`config.mk`:
```
export PLATFORM = sky130hd
export DESIGN_NAME = vt_meas_sequencer_flat
export DESIGN_NICKNAME = d
export VERILOG_FILES = /design/src/rtl/vt_meas_sequencer_pkg.sv /design/src/rtl/vt_meas_sequencer_if.sv /design/src/rtl/vt_meas_sequencer_therm_encoder.sv /design/src/rtl/vt_meas_sequencer.sv /design/src/flat_wrapper.sv
export SDC_FILE = /design/constraint.sdc
export NUM_CORES = 1
export LEC_CHECK = 0
export CAP_MARGIN = 30
export CORE_ASPECT_RATIO = 1.4
export CORE_MARGIN = 4
export CORE_UTILIZATION = 54
export DETAILED_ROUTE_END_ITERATION = 8
export PLACE_DENSITY = 0.89
export SYNTH_ARGS = -nofsm -noshare
export SYNTH_HDL_FRONTEND = slang
export SYNTH_SLANG_ARGS = --single-unit
```
`constraint.sdc`:
```
create_clock -name CLK -period 4.9 [get_ports CLK]
set_input_delay 0.735 -clock CLK [delete_from_list [all_inputs] [get_ports CLK]]
set_output_delay 0.735 -clock CLK [all_outputs]
set_load 0.01 [all_outputs]
```
`src/rtl/vt_meas_sequencer_pkg.sv`:
```
// rtl/vt_meas_sequencer_pkg.sv - shared constants, FSM encodings and RO index map for the VT sequencer
package vt_pkg;

  localparam int NUM_RO    = 9;
  localparam int CNT_W     = 16;
  localparam int TDC_W     = 48;
  localparam int TDC_ENC_W = 6;
  localparam int IDX_W     = 4;
  localparam int SETTLE    = 4;
  localparam int CAP_DLY   = 3;

  localparam logic [2:0] ST_IDLE    = 3'd0;
  localparam logic [2:0] ST_SELECT  = 3'd1;
  localparam logic [2:0] ST_RUN     = 3'd2;
  localparam logic [2:0] ST_HOLD    = 3'd3;
  localparam logic [2:0] ST_CAPTURE = 3'd4;
  localparam logic [2:0] ST_WAIT    = 3'd5;
  localparam logic [2:0] ST_FINISH  = 3'd6;

  typedef enum logic [IDX_W-1:0] {
    RO_INV_HVT   = 4'd0,
    RO_INV_RVT   = 4'd1,
    RO_INV_LVT   = 4'd2,
    RO_NAND2_HVT = 4'd3,
    RO_NAND2_RVT = 4'd4,
    RO_NAND2_LVT = 4'd5,
    RO_NOR2_HVT  = 4'd6,
    RO_NOR2_RVT  = 4'd7,
    RO_NOR4_RVT  = 4'd8
  } ro_idx_e;

  // Returns {found, index of lowest set bit}.
  function automatic logic [IDX_W:0] first_set(input logic [NUM_RO-1:0] v);
    logic [IDX_W:0] r;
    r = '0;
    for (int i = NUM_RO - 1; i >= 0; i--) begin
      if (v[i]) r = {1'b1, IDX_W'(i)};
    end
    return r;
  endfunction

endpackage

```
`src/rtl/vt_meas_sequencer_if.sv`:
```
// rtl/vt_meas_sequencer_if.sv - sequencer control, sensor and result signals with sequencer/host modports
interface vt_meas_sequencer_if;
  import vt_pkg::*;

  logic                 START;
  logic [NUM_RO-1:0]    MASK;
  logic [7:0]           WINDOW;
  logic [NUM_RO-1:0]    RO_SEL;
  logic [3:0]           MUX_SEL;
  logic                 RO_EN;
  logic                 CNT_RSTLOW;
  logic [CNT_W-1:0]     CNT_IN;
  logic [TDC_W-1:0]     TDC_IN;
  logic                 RES_VALID;
  logic                 RES_READY;
  logic [3:0]           RES_ID;
  logic [CNT_W-1:0]     RES_CNT;
  logic [TDC_ENC_W-1:0] RES_TDC;
  logic                 BUSY;
  logic                 DONE;

  modport master (
    input  START, MASK, WINDOW, CNT_IN, TDC_IN, RES_READY,
    output RO_SEL, MUX_SEL, RO_EN, CNT_RSTLOW, RES_VALID, RES_ID, RES_CNT, RES_TDC, BUSY, DONE
  );

  modport slave (
    output START, MASK, WINDOW, CNT_IN, TDC_IN, RES_READY,
    input  RO_SEL, MUX_SEL, RO_EN, CNT_RSTLOW, RES_VALID, RES_ID, RES_CNT, RES_TDC, BUSY, DONE
  );

endinterface

```
`src/rtl/vt_meas_sequencer_therm_encoder.sv`:
```
// rtl/vt_meas_sequencer_therm_encoder.sv - bubble-tolerant thermometer encoder (popcount)
module vt_therm_encoder
  import vt_pkg::*;
#(
  parameter int W     = TDC_W,
  parameter int ENC_W = TDC_ENC_W
) (
  input  logic [W-1:0]     therm,
  output logic [ENC_W-1:0] code
);

  // Counting ones rather than locating the edge keeps isolated bubbles from skewing the result.
  always_comb begin
    code = '0;
    for (int i = 0; i < W; i++) begin
      code = code + ENC_W'(therm[i]);
    end
  end

endmodule

```
`src/rtl/vt_meas_sequencer.sv`:
```
// rtl/vt_meas_sequencer.sv - per-RO select/settle/run/hold/capture sweep with valid/ready result output
module vt_meas_sequencer
  import vt_pkg::*;
(
  input  logic CLK,
  input  logic RST,
  vt_meas_sequencer_if.master bus
);

  logic [2:0]           state_q, state_d;
  logic [7:0]           cnt_q, cnt_d;
  logic [NUM_RO-1:0]    mask_q, mask_d;
  logic [7:0]           win_q, win_d;
  logic [IDX_W-1:0]     idx_q, idx_d;
  logic [NUM_RO-1:0]    ro_sel_q, ro_sel_d;
  logic [3:0]           mux_sel_q, mux_sel_d;
  logic                 ro_en_q, ro_en_d;
  logic                 cnt_rstlow_q, cnt_rstlow_d;
  logic                 res_valid_q, res_valid_d;
  logic [3:0]           res_id_q, res_id_d;
  logic [CNT_W-1:0]     res_cnt_q, res_cnt_d;
  logic [TDC_ENC_W-1:0] res_tdc_q, res_tdc_d;
  logic                 busy_q, busy_d;
  logic                 done_q, done_d;

  logic [TDC_ENC_W-1:0] tdc_code;
  logic [NUM_RO-1:0]    above;
  logic [IDX_W:0]       first_hit, next_hit;
  logic [7:0]           win_last;

  vt_therm_encoder u_enc (
    .therm (bus.TDC_IN),
    .code  (tdc_code)
  );

  // A zero window still gets one enable cycle.
  assign win_last  = (win_q == 8'd0) ? 8'd0 : win_q - 8'd1;
  assign first_hit = first_set(bus.MASK);
  assign next_hit  = first_set(above);

  always_comb begin
    above = '0;
    for (int i = 0; i < NUM_RO; i++) begin
      above[i] = mask_q[i] & (IDX_W'(i) > idx_q);
    end
  end

  always_comb begin
    state_d      = state_q;
    cnt_d        = cnt_q;
    mask_d       = mask_q;
    win_d        = win_q;
    idx_d        = idx_q;
    ro_sel_d     = ro_sel_q;
    mux_sel_d    = mux_sel_q;
    ro_en_d      = ro_en_q;
    cnt_rstlow_d = cnt_rstlow_q;
    res_valid_d  = res_valid_q;
    res_id_d     = res_id_q;
    res_cnt_d    = res_cnt_q;
    res_tdc_d    = res_tdc_q;
    busy_d       = busy_q;
    done_d       = 1'b0;
    case (state_q)
      ST_IDLE: begin
        if (bus.START) begin
          mask_d = bus.MASK;
          win_d  = bus.WINDOW;
          busy_d = 1'b1;
          cnt_d  = 8'd0;
          if (first_hit[IDX_W]) begin
            idx_d   = first_hit[IDX_W-1:0];
            state_d = ST_SELECT;
          end else begin
            state_d = ST_FINISH;
          end
        end
      end
      ST_SELECT: begin
        ro_sel_d     = NUM_RO'(1) << idx_q;
        mux_sel_d    = idx_q;
        cnt_rstlow_d = 1'b0;
        if (cnt_q == 8'(SETTLE - 1)) begin
          cnt_d   = 8'd0;
          state_d = ST_RUN;
        end else begin
          cnt_d = cnt_q + 8'd1;
        end
      end
      ST_RUN: begin
        cnt_rstlow_d = 1'b1;
        ro_en_d      = 1'b1;
        if (cnt_q == win_last) begin
          cnt_d   = 8'd0;
          state_d = ST_HOLD;
        end else begin
          cnt_d = cnt_q + 8'd1;
        end
      end
      ST_HOLD: begin
        ro_en_d = 1'b0;
        if (cnt_q == 8'(CAP_DLY - 1)) begin
          cnt_d   = 8'd0;
          state_d = ST_CAPTURE;
        end else begin
          cnt_d = cnt_q + 8'd1;
        end
      end
      ST_CAPTURE: begin
        res_cnt_d   = bus.CNT_IN;
        res_tdc_d   = tdc_code;
        res_id_d    = idx_q;
        res_valid_d = 1'b1;
        state_d     = ST_WAIT;
      end
      ST_WAIT: begin
        // RO_SEL stays on the finished RO until the consumer takes the result.
        if (bus.RES_READY) begin
          res_valid_d = 1'b0;
          cnt_d       = 8'd0;
          if (next_hit[IDX_W]) begin
            idx_d   = next_hit[IDX_W-1:0];
            state_d = ST_SELECT;
          end else begin
            state_d = ST_FINISH;
          end
        end
      end
      ST_FINISH: begin
        done_d   = 1'b1;
        busy_d   = 1'b0;
        ro_sel_d = '0;
        state_d  = ST_IDLE;
      end
      default: state_d = ST_IDLE;
    endcase
  end

  always_ff @(posedge CLK or posedge RST) begin
    if (RST) begin
      state_q      <= ST_IDLE;
      cnt_q        <= '0;
      mask_q       <= '0;
      win_q        <= '0;
      idx_q        <= '0;
      ro_sel_q     <= '0;
      mux_sel_q    <= '0;
      ro_en_q      <= 1'b0;
      cnt_rstlow_q <= 1'b1;
      res_valid_q  <= 1'b0;
      res_id_q     <= '0;
      res_cnt_q    <= '0;
      res_tdc_q    <= '0;
      busy_q       <= 1'b0;
      done_q       <= 1'b0;
    end else begin
      state_q      <= state_d;
      cnt_q        <= cnt_d;
      mask_q       <= mask_d;
      win_q        <= win_d;
      idx_q        <= idx_d;
      ro_sel_q     <= ro_sel_d;
      mux_sel_q    <= mux_sel_d;
      ro_en_q      <= ro_en_d;
      cnt_rstlow_q <= cnt_rstlow_d;
      res_valid_q  <= res_valid_d;
      res_id_q     <= res_id_d;
      res_cnt_q    <= res_cnt_d;
      res_tdc_q    <= res_tdc_d;
      busy_q       <= busy_d;
      done_q       <= done_d;
    end
  end

  assign bus.RO_SEL     = ro_sel_q;
  assign bus.MUX_SEL    = mux_sel_q;
  assign bus.RO_EN      = ro_en_q;
  assign bus.CNT_RSTLOW = cnt_rstlow_q;
  assign bus.RES_VALID  = res_valid_q;
  assign bus.RES_ID     = res_id_q;
  assign bus.RES_CNT    = res_cnt_q;
  assign bus.RES_TDC    = res_tdc_q;
  assign bus.BUSY       = busy_q;
  assign bus.DONE       = done_q;

endmodule

```
`src/flat_wrapper.sv`:
```
// flat-port wrapper written by rule: the top's interface ports become plain ports
module vt_meas_sequencer_flat import vt_pkg::*;
  (CLK, RST, bus_START, bus_MASK, bus_WINDOW, bus_CNT_IN, bus_TDC_IN, bus_RES_READY, bus_RO_SEL, bus_MUX_SEL, bus_RO_EN, bus_CNT_RSTLOW, bus_RES_VALID, bus_RES_ID, bus_RES_CNT, bus_RES_TDC, bus_BUSY, bus_DONE);
  vt_meas_sequencer_if bus_i ();
  input  logic CLK;
  input  logic RST;
  input wire logic [$bits(bus_i.START)-1:0] bus_START;
  input wire logic [$bits(bus_i.MASK)-1:0] bus_MASK;
  input wire logic [$bits(bus_i.WINDOW)-1:0] bus_WINDOW;
  input wire logic [$bits(bus_i.CNT_IN)-1:0] bus_CNT_IN;
  input wire logic [$bits(bus_i.TDC_IN)-1:0] bus_TDC_IN;
  input wire logic [$bits(bus_i.RES_READY)-1:0] bus_RES_READY;
  output wire logic [$bits(bus_i.RO_SEL)-1:0] bus_RO_SEL;
  output wire logic [$bits(bus_i.MUX_SEL)-1:0] bus_MUX_SEL;
  output wire logic [$bits(bus_i.RO_EN)-1:0] bus_RO_EN;
  output wire logic [$bits(bus_i.CNT_RSTLOW)-1:0] bus_CNT_RSTLOW;
  output wire logic [$bits(bus_i.RES_VALID)-1:0] bus_RES_VALID;
  output wire logic [$bits(bus_i.RES_ID)-1:0] bus_RES_ID;
  output wire logic [$bits(bus_i.RES_CNT)-1:0] bus_RES_CNT;
  output wire logic [$bits(bus_i.RES_TDC)-1:0] bus_RES_TDC;
  output wire logic [$bits(bus_i.BUSY)-1:0] bus_BUSY;
  output wire logic [$bits(bus_i.DONE)-1:0] bus_DONE;
  assign bus_i.START = bus_START;
  assign bus_i.MASK = bus_MASK;
  assign bus_i.WINDOW = bus_WINDOW;
  assign bus_i.CNT_IN = bus_CNT_IN;
  assign bus_i.TDC_IN = bus_TDC_IN;
  assign bus_i.RES_READY = bus_RES_READY;
  assign bus_RO_SEL = bus_i.RO_SEL;
  assign bus_MUX_SEL = bus_i.MUX_SEL;
  assign bus_RO_EN = bus_i.RO_EN;
  assign bus_CNT_RSTLOW = bus_i.CNT_RSTLOW;
  assign bus_RES_VALID = bus_i.RES_VALID;
  assign bus_RES_ID = bus_i.RES_ID;
  assign bus_RES_CNT = bus_i.RES_CNT;
  assign bus_RES_TDC = bus_i.RES_TDC;
  assign bus_BUSY = bus_i.BUSY;
  assign bus_DONE = bus_i.DONE;
  vt_meas_sequencer u_core (.CLK(CLK), .RST(RST), .bus(bus_i));
endmodule
```
# After elaboration in Yosys (flattened, before gate mapping)
# Cells that the tools add are included.
dict set report word_totals {
  ff_bits 76
  in_bits 85
  out_inout_bits 44
  elab_cells 160
}
dict set report classes {
  addsub 49
  magnitude_cmp 9
  n_eq_ne 16
  n_shift 1
  muxes 46
  n_bitwise 9
  reduce_logical 15
}
# operator count
set ops {}
lappend ops {{$add 6x1->6} 42}
lappend ops {{$mux 5} 18}
lappend ops {{$mux 8} 6}
lappend ops {{$pmux 8 s5} 1}
lappend ops {{$mux 3} 7}
lappend ops {{$pmux 3 s6} 1}
lappend ops {{$pmux 9 s2} 1}
lappend ops {{$eq 8x2->1 const B} 2}
lappend ops {{$gt 3x4->1 const A} 4}
lappend ops {{$mux 4} 4}
lappend ops {{$reduce_bool 2->1} 6}
lappend ops {{$ne 2x1->1 const B} 5}
lappend ops {{$reduce_and 5->1} 2}
lappend ops {{$and 1x1->1} 9}
lappend ops {{$eq 3x3->1 const B} 3}
lappend ops {{$shl 1x4->9 const A} 1}
lappend ops {{$add 8x1->8 const B} 1}
lappend ops {{$eq 8x8->1} 1}
lappend ops {{$gt 1x4->1 const A} 2}
lappend ops {{$gt 2x4->1 const A} 2}
lappend ops {{$logic_not 8->1} 1}
lappend ops {{$pmux 1 s2} 4}
lappend ops {{$pmux 4 s2} 1}
lappend ops {{$sub 8x1->8 const B} 1}
lappend ops {{14 further kinds} 20}

# Longest topological paths before layout
# Gate-level depths: netlist of run 1.
dict set report logic_depth {
  depth_word 47
  mapped_depth 19
  depth_no_buf 19
}

# Modules after synthesis
# Synthesis of run 1 repeated with hierarchy kept, for this count alone.
dict set report hier_totals {
  hier_cells 476
  area_unflattened_um2 5052.3
}
# mod n_inst cells_each area_per_inst_um2 seq_area_each_um2
set by_module_without_submodules {}
lappend by_module_without_submodules {vt_meas_sequencer 1 352 3826.2 1878.1}
lappend by_module_without_submodules {vt_therm_encoder 1 124 1226.2 0.0}

# Least setup slack after synthesis of run 1
# Ideal clock, no wire load.
dict set report synth_timing {
  path_kind {input to register}
  from {in bus_TDC_IN[17]}
  to {reg u_core.res_tdc_q[4], in the netlist u_core.bus.RES_TDC[4]}
  setup_ns 0.083
  arrival_ns 5.308
  required_ns 4.817
  path_slack_ns -0.490
  stages 19
  path_buffers 0
  cell_sequence {fa_1 > inv_1 > fa_1 > inv_1 > fa_1 > inv_1 > fa_1 > fa_1 > fa_1 > fa_1 > inv_1 > ha_1 > inv_1 > fa_1 > inv_1 > a21o_1 > a21oi_1 > xor2_1 > o21ai_0}
}
dict set report synth_between {
  elab_chain_cells 31
}
# item line
set synth_lines {}
lappend synth_lines {{start, declared} flat_wrapper.sv:11} ;# input wire logic [$bits(bus_i.TDC_IN)-1:0] bus_TDC_IN;
lappend synth_lines {{$add 6x1->6 (31 in a row)} vt_meas_sequencer_therm_encoder.sv:16} ;# code = code + ENC_W'(therm[i]);
lappend synth_lines {{end signal, assigned} vt_meas_sequencer.sv:169} ;# res_tdc_q <= res_tdc_d;
lappend synth_lines {{end, declared} vt_meas_sequencer.sv:22} ;# logic [TDC_ENC_W-1:0] res_tdc_q, res_tdc_d;
# Every way passes these cells.
# A chain may end at the register's enable or synchronous reset.

# Worst setup path in the final report of run 1
dict set report layout_timing {
  from {in bus_TDC_IN[21]}
  to {reg u_core.res_tdc_q[2], in the netlist u_core.bus.RES_TDC[2]}
}
dict set report layout_between {
  elab_chain_cells 27
}
# item line
set layout_lines {}
lappend layout_lines {{$add 6x1->6 (27 in a row)} vt_meas_sequencer_therm_encoder.sv:16}
# Every way passes these cells.

==> results of run 1 <==
final cells by class:
class / instances / area [um^2]
multi-input cells: 369 / 2800
clock inverters: 4 / 73.8
flip-flops and latches: 75 / 1880
fillers: 629 / 2330
repair buffers: 140 / 1310
well taps: 107 / 134
clock buffers: 12 / 246
inverters: 69 / 259
power by group through the flow:
stage | sequential (mW) | combinational, mW | clock, mW
global route | 1.19 | 3.91 | 0.733
detailed placement | 1.15 | 3.34 | 0
finish | 1.15 | 3.49 | 0.699
floorplan | 1.10 | 2.16 | 0
global placement | 1.13 | 3.15 | 0
CTS | 1.15 | 3.43 | 0.703
registers in the layout (all words and copies together) (netlist names):
signal                 flops
u_core.bus.BUSY            1
u_core.bus.CNT_RSTLOW      1
u_core.bus.DONE            1
u_core.bus.MUX_SEL         4
u_core.bus.RES_CNT        16
u_core.bus.RES_ID          4
u_core.bus.RES_TDC         6
u_core.bus.RES_VALID       1
u_core.bus.RO_EN           1
u_core.bus.RO_SEL          9
u_core.cnt_q               8
u_core.idx_q               4
u_core.mask_q              8
u_core.state_q             3
u_core.win_q               8
cell usage in the layout (no fill, tap or decap), drive strengths merged, types with 4 or more instances in the layout:
master,count
xor2,4
a21oi,19
nor2b,4
nand2b,9
o21bai,4
o211ai,4
o22ai,6
nand2,116
buf,25
fa,39
nor2,28
xnor2,7
clkdlybuf4s50,104
o31ai,4
nor3,6
clkbuf,19
or3,4
ha,13
inv,69
o21ai,32
nand3,5
dfrtp,74
mux2,20
path summary, 6_finish.rpt:
kind | end | startpoint | cells after the start | slack [ns]
max | u_core.bus.RES_TDC[2] | bus_TDC_IN[21] | 19 | -0.39
max reg2reg | u_core.cnt_q[5] | u_core.win_q[0] | 9 | 1.96
min in group asynchronous | u_core.bus.RES_CNT[4] | RST | 2 | 0.80
min | u_core.bus.RES_CNT[12] | u_core.bus.RES_CNT[12] | 2 | 0.47
min reg2reg | u_core.bus.RES_CNT[12] | u_core.bus.RES_CNT[12] | 2 | 0.47
max in group asynchronous | u_core.cnt_q[7] | RST | 3 | 3.35
stage by stage:
stage	instances	setup slack [ns]	cell area, um^2	hold slack (ns)	setup TNS (ns)
global route	776	-0.533	6700	0.506	-2.24
floorplan	534	-0.418	4990	0.482	-1.53
finish	776	-0.387	6700	0.473	-1.53
CTS	775	-0.510	6710	0.476	-1.96
detailed placement	759	-1.09	6440	0.465	-5.29
global placement	757	-0.947	6410	0.459	-4.60
kinds of logic (layout without fill, tap and decap cells):
group | after synthesis | in the layout
fa+ha+maj | 52 | 52
simple gates | 192 | 192
compound gates | 92 | 92
buf+inv | 90 | 225
mux | 21 | 21
flops | 75 | 75
xor+xnor | 12 | 12
critical path, cell delays in order:
cell and delay [ns]:
buf_2 0.11, fa_1 0.55, inv_2 0.04, fa_1 0.50, inv_1 0.05, fa_1 0.49
inv_1 0.05, fa_2 0.54, fa_1 0.43, fa_1 0.51, fa_1 0.42, inv_2 0.08
ha_4 0.13, inv_2 0.04, fa_2 0.34, buf_4 0.14, buf_4 0.12, xor2_1 0.13
o21ai_1 0.07
per-layer routing:
layer	vias up	part of all wire [%]	routed length, um	global-route usage, %
met5	-	0	0	0
li1	1998	-	-	-
met3	26	5.6	671	4.80
met1	2055	35	4190	25.5
met2	157	57	6840	44.6
met4	0	2.2	268	7.17
repair_timing:
item                       in CTS  in global routing
hold buffers                    0                  0
setup endpoints to repair       6                  5
pin swaps                      28                 26
resized for setup              77                 20
buffers inserted                0                  1
==> results.toml, run 1 <==
[route]
viasPerCell = 5.46
drt_iter0_drc = 234
drc = 0
dr_total_vias = 4236
wl_um = 12000
wire_per_inst_um = 15.4
antenna_left = 0
first_pass_iters = 4

[pwr]
power_mw = 5.34
p_int_mw = 3.16
combinationalPowerShare_pct = 65.3
power.switching_mw = 2.18
power_density_nw_per_um2 = 796
clock_power_share_pct = 13.1
sequentialPowerShare_pct = 21.6
switching_share_pct = 40.8
p_leak_nw = 3.09
peakVddDrop_v = 0.000831

[synth]
synthXorXnorAreaFrac_pct = 2.41
synthAdderAreaFrac_pct = 18.9
ys_seq_area_share_pct = 37.7
syn_area_per_cell_um2 = 9.32
synthTopCellsByCount = "nand2_1 (116), dfrtp_1 (74), inv_1 (69)"
synth_edf_count = 0
synth_top_family_by_area = "adder cells"
syn_nets = 671
synth_compound_area_share_pct = 12.1
synth.largest_area_cell = "dfrtp_1"
yosys.cell_count.top_type = "nand2_1"
ys_seq_elements = 75
synth.area.top_cells = "dfrtp_1 (37%), fa_1 (16%), nand2_1 (8.7%), inv_1 (5.2%), mux2_2 (4.5%)"
ys.flop_type = "dfrtp_1"
synth-simple-area-share_pct = 17.3
synthArstFlopShare_pct = 100
synthDistinctLibCells = 56
synth_area_um2 = 4980
yosys-mux-area-fraction_pct = 4.72
synth.top_cell.area_share_pct = 37.2
ys_warn_count = 0
syn-instance-count = 534

[placement]
place_congestion = 0.879
dp_hpwl_um = 9380
port-buffer-count = 128

[cts]
root_buffer = "clkbuf_16"
cts_tree = "yes"
cts_htree_levels = 3
clk_pin_slew_ns = 0.05
cts_inserted_buffers = 9
clock_tree.buffer_depth = 2
clk_latency_ns = 0.33
clkSinkCount = 75

[sta]
fin_crit_sh_pct = 108
rsz0062_at_grt = "true"
fmax_ghz = 0.189
drv_slew = 0
fin_crit_ns = 5.29
worst_slack_ns = -0.387
slew_headroom_pct = 33.3
worstMarginPinSlew_ns = 0.999
clock-skew-final_ns = 0.00336
finalSetupViolCount = 5
hold_viol_final = 0

[critical_path]
crit_type = "input pin to flop"
critPathLaunchType = "input pin"
cp.required_ns = 5.07
end_kind = "flop"
cp_max_fo = 2
cp.arrival_ns = 5.46

[floorplanning]
chipHeight_um = 122
core-area_um2 = 9030
start_util_pct = 55.1
dieArea_um2 = 10800
die_w_um = 89.2
num_rows = 41
ios = 129

[global_routing]
grt_pass1_vias = 4428
grt.total_usage_pct = 23.5
grt_pass1_wl_um = 20100
grt_max_degree = 32
grt-ovfl-total = 0
antenna_found_initial = 0

[cells_and_area]
drive_gt1_share_pct = 14.1
final_nets = 801
fin_util_pct = 74.2
syn2layout_area_growth_pct = 34.6
n_antenna_cell = 0

[hold_path]
hold_class = "flop to flop"

[outcome]
violations = "negative setup slack"
status = "finished with violations"

[job]
max-cap-violations = 0
(Power assumes the default switching activity.)
==> run 2: changes to the inputs <==
- SLEW_MARGIN: not set -> 5
==> results.toml, run 2 (synthesized netlist as in run 1, its figures left out) <==
[route]
wl_um = 12100
drc = 0
dr_total_vias = 4240
antenna_left = 0
viasPerCell = 5.46
drt_iter0_drc = 200
first_pass_iters = 5
wire_per_inst_um = 15.6

[floorplanning]
core-area_um2 = 9030
dieArea_um2 = 10800
start_util_pct = 55.1
chipHeight_um = 122
ios = 129
num_rows = 41
die_w_um = 89.2

[outcome]
status = "finished with violations"
violations = "negative setup slack"

[sta]
slew_headroom_pct = 57.7
fin_crit_ns = 5.27
fin_crit_sh_pct = 108
setup_tns_ns = -1.42
worst_slack_ns = -0.370
worstMarginPinSlew_ns = 0.632
clock-skew-final_ns = 0.00316
fmax_ghz = 0.190
hold_viol_final = 0
rsz0062_at_grt = "true"
finalSetupViolCount = 5
drv_slew = 0
whs_ns = 0.474

[cells_and_area]
n_antenna_cell = 0
final_nets = 802
fin_util_pct = 74.6
final_cell_mix = "nand2_1 (116), clkdlybuf4s50_1 (104), dfrtp_1 (74)"
num-fill-cells = 625
drive_gt1_share_pct = 14.6
syn2layout_area_growth_pct = 35.4
layout_commonest_cell = "nand2_1"
largest_reg_flops = 16

[job]
max-cap-violations = 0

[cts]
cts-hold-fix-buffers = 0
cts_htree_levels = 3
clkSinkCount = 75
cts_tree = "yes"
clock_tree.buffer_depth = 2
root_buffer = "clkbuf_16"
clk_pin_slew_ns = 0.05
clk_latency_ns = 0.33
cts_inserted_buffers = 9

[critical_path]
worst_r2r_path_depth = 9
crit_type = "input pin to flop"
cp_max_fo = 2
cp.required_ns = 5.12
r2r-end = "u_core.cnt_q[5]"
end_kind = "flop"
regToRegSetupSlack_ns = 1.96
r2r_start = "u_core.win_q[0]"
critPathLaunchType = "input pin"
cp.arrival_ns = 5.48
crit_path_start = "bus_TDC_IN[21]"
cp-endpoint = "u_core.bus.RES_TDC[2]"

[placement]
place_congestion = 0.879
dp_hpwl_um = 9380
port-buffer-count = 128

[global_routing]
grt-ovfl-total = 0
antenna_found_initial = 0
grt.total_usage_pct = 23.5
grt_pass1_vias = 4428
grt_pass1_wl_um = 20100
grt_max_degree = 32

[pwr]
power_density_nw_per_um2 = 797
p_leak_nw = 3.10
peakVddDrop_v = 0.000836
power_mw = 5.37

[hold_path]
min-delay-start = "u_core.bus.RES_CNT[12]"
hold_class = "flop to flop"
-- run 2: changes by cell type in the layout (fill, tap and decap cells not counted), sizes merged --
cell,before,now
buf,25,26
-- run 2: critical path: stages --
cell,delay [ns]
buf_6,0.09
fa_1,0.54
inv_2,0.04
fa_1,0.51
inv_2,0.04
fa_2,0.53
inv_2,0.04
fa_2,0.53
fa_1,0.43
fa_1,0.51
fa_1,0.42
inv_2,0.08
ha_4,0.13
inv_2,0.04
fa_2,0.34
buf_4,0.14
buf_4,0.12
xor2_1,0.13
o21ai_1,0.07
-- run 2: stage by stage --
step                      setup slack [ns]  cells  area, um^2
after floorplan                     -0.418    534        4990
after global placement              -0.947    757        6410
after detailed placement             -1.09    759        6440
after CTS                           -0.510    775        6710
after global routing                -0.500    777        6740
final                               -0.370    777        6740
-- run 2: metal layers --
metal  vias to the layer above  share of wire, %  track usage (%)  routed length [um]
met5                         -                 0                0                   0
met1                      2055                35             25.5                4190
li1                       2005                 -                -                   -
met4                         0               2.3             7.17                 283
met3                        28               5.7             4.80                 690
met2                       152                57             44.6                6940
-- run 2: cell type report --
class                      count  area [um^2]  area share (%)
multi-input combinational    369         2800            41.6
sequential                    75         1880            27.9
timing repair buffer         141         1340            19.9
inverter                      69          259            3.84
clock buffer                  12          246            3.66
tap                          107          134            1.99
clock inverter                 4         73.8            1.10
-- run 2: worst min-delay path by stage --
stage                                   to  slack (ns)  cells after the start
finish              u_core.bus.RES_CNT[12]        0.47                      2
global route          u_core.bus.RO_SEL[1]        0.51                      2
CTS                 u_core.bus.RES_CNT[12]        0.48                      2
detailed placement  u_core.bus.RES_CNT[12]        0.46                      2
global placement     u_core.bus.RES_TDC[0]        0.46                      2
floorplan                 u_core.mask_q[4]        0.48                      1
-- run 2: report_power, final --
part | leakage (nW) | switching (mW) | total [mW] | internal, mW
sequential | 0.943 | 0.281 | 1.15 | 0.871
clock | 0.157 | 0.241 | 0.701 | 0.460
combinational | 2.00 | 1.67 | 3.51 | 1.85
-- run 2: repair_timing --
action,in CTS,in global routing
buffers inserted,0,1
endpoints found under the setup margin,6,5
resized for setup,77,25
pin swaps,28,31
==> run 3: changes to the inputs <==
- CORE_ASPECT_RATIO: 1.4 -> not set
==> results.toml, run 3 (synthesized netlist as in run 1, its figures left out) <==
[hold_path]
min_to = "u_core.bus.RES_CNT[10]"
min-delay-start = "u_core.bus.RES_CNT[10]"
hold_class = "flop to flop"
hold_path_depth = 2

[sta]
fmax_ghz = 0.191
slew_headroom_pct = 59.0
rsz0062_at_grt = "true"
drv_slew = 0
hold_viol_final = 0
finalSetupViolCount = 5
worstMarginPinSlew_ns = 0.615
fin_crit_ns = 5.24
fin_crit_sh_pct = 107
clock-skew-final_ns = 0.0116
worst_slack_ns = -0.341

[critical_path]
critPathLaunchType = "input pin"
crit_chain = "buf_6, fa_1, inv_2, fa_1, fa_1, inv_2, fa_1, inv_2, fa_1, fa_1, fa_1, inv_2, ha_4, inv_2, fa_2, inv_2, a21o_1, a21oi_2, xor2_1, o21ai_1"
r2r_start = "u_core.win_q[0]"
r2r-end = "u_core.cnt_q[4]"
cp.required_ns = 5.13
crit_buf_inv = 7
worst_r2r_path_depth = 9
critPathMaxStageDelay_ns = 0.54
end_kind = "flop"
cp_common_cell = "fa_1"
regToRegSetupSlack_ns = 1.99
crit_slowest_cell = "fa_1"
crit_type = "input pin to flop"
cp.arrival_ns = 5.47
cp_top_family = "adder cells"
cp_max_fo = 2

[floorplanning]
die_w_um = 104
dieArea_um2 = 10800
start_util_pct = 56.3
core-area_um2 = 8850
chipHeight_um = 104
ios = 129
num_rows = 34

[job]
max-cap-violations = 0

[pwr]
peakVddDrop_v = 0.000798
p_leak_nw = 3.03
p_int_mw = 2.79
power.switching_mw = 2.14
power_density_nw_per_um2 = 750
switching_share_pct = 43.5
clock_power_share_pct = 9.0
combinationalPowerShare_pct = 67.6
sequentialPowerShare_pct = 23.4

[route]
wire_per_inst_um = 15.3
antenna_left = 0
dr_total_vias = 4218
first_pass_iters = 5
drc = 0
drt_iter0_drc = 241
viasPerCell = 5.44
wl_um = 11900

[cells_and_area]
n_antenna_cell = 0
layout_commonest_cell = "nand2_1"
syn2layout_area_growth_pct = 32.0
final_cell_mix = "nand2_1 (116), clkdlybuf4s50_1 (104), dfrtp_1 (74)"
final_nets = 800
drive_gt1_share_pct = 14.4
largest_reg_flops = 16
stdcell_area_um2 = 6570

[placement]
place_area_um2 = 6400
port-buffer-count = 128
pre_cts_ws_ns = -1.10
place_congestion = 0.913
dp_hpwl_um = 9390

[cts]
clk_pin_slew_ns = 0.09
clock_tree.buffer_depth = 2
cts_tree = "yes"
clk_latency_ns = 0.35
root_buffer = "clkbuf_8"
clkSinkCount = 75
cts_inserted_buffers = 9
cts_htree_levels = 3

[global_routing]
antenna_found_initial = 0
grt_max_degree = 45
grt.total_usage_pct = 22.8
grt-ovfl-total = 0
grt_pass1_wl_um = 20400
grt_pass1_vias = 4407

[outcome]
violations = "negative setup slack"
status = "finished with violations"
## run 3: how the worst max path moves through the flow
stage / start / endpoint / slack (ns) / cells after the start
finish: bus_TDC_IN[29] / u_core.bus.RES_TDC[4] / -0.34 / 20
global route: bus_TDC_IN[29] / u_core.bus.RES_TDC[4] / -0.50 / 20
floorplan: bus_TDC_IN[29] / u_core.bus.RES_TDC[4] / -0.42 / 19
global placement: bus_TDC_IN[29] / u_core.bus.RES_TDC[4] / -0.94 / 20
CTS: bus_TDC_IN[27] / u_core.bus.RES_TDC[4] / -0.52 / 20
detailed placement: bus_TDC_IN[35] / u_core.bus.RES_TDC[4] / -1.10 / 20
## run 3: through the flow
| step | cells | TNS, ns | hold slack, ns | power, mW | utilization [%] |
|---|---|---|---|---|---|
| global route | 776 | -1.82 | 0.508 | 5.46 | 74.3 |
| floorplan | 534 | -1.53 | 0.482 | 3.26 | - |
| CTS | 774 | -2.16 | 0.485 | 4.91 | 73.8 |
| detailed placement | 757 | -5.33 | 0.463 | 4.42 | 72.3 |
| finish | 776 | -1.12 | 0.481 | 4.93 | 74.3 |
| global placement | 757 | -4.59 | 0.458 | 4.20 | 72.3 |
## run 3: cell type report
class,count,area (um^2)
multi-input combinational,369,2800
fill,620,2270
sequential,75,1880
timing repair buffer,139,1320
inverter,69,259
tap,108,135
clock buffer,9,124
clock inverter,7,57.6
## run 3: repair_timing
action | 4_1_cts | 5_1_grt
buffers inserted | 1 | 0
endpoints found under the setup margin | 6 | 5
gates resized for setup | 72 | 28
hold buffers | 0 | 0
pin swaps | 31 | 32
## run 3: metal layers
metal  part of all wire, %  GRT usage (%)
met1                    38           27.3
met2                    52           40.3
met3                   7.4           5.15
met4                   2.2           7.88
met5                     0              0
## run 3: power groups by stage
stage          sequential (mW)  clock [mW]  combinational, mW
4_1_cts                   1.15       0.451               3.31
5_1_grt                   1.19       0.486               3.78
2_1_floorplan             1.10           0               2.16
3_3_place_gp              1.13           0               3.06
6_report                  1.16       0.442               3.33
3_5_place_dp              1.16           0               3.27
## run 3: tightest hold or removal path, delay by kind of cell (launching register included)
family / cells / cell delay (ns)
AND/OR/NAND/NOR: 2 / 0.10
flip-flops: 1 / 0.35
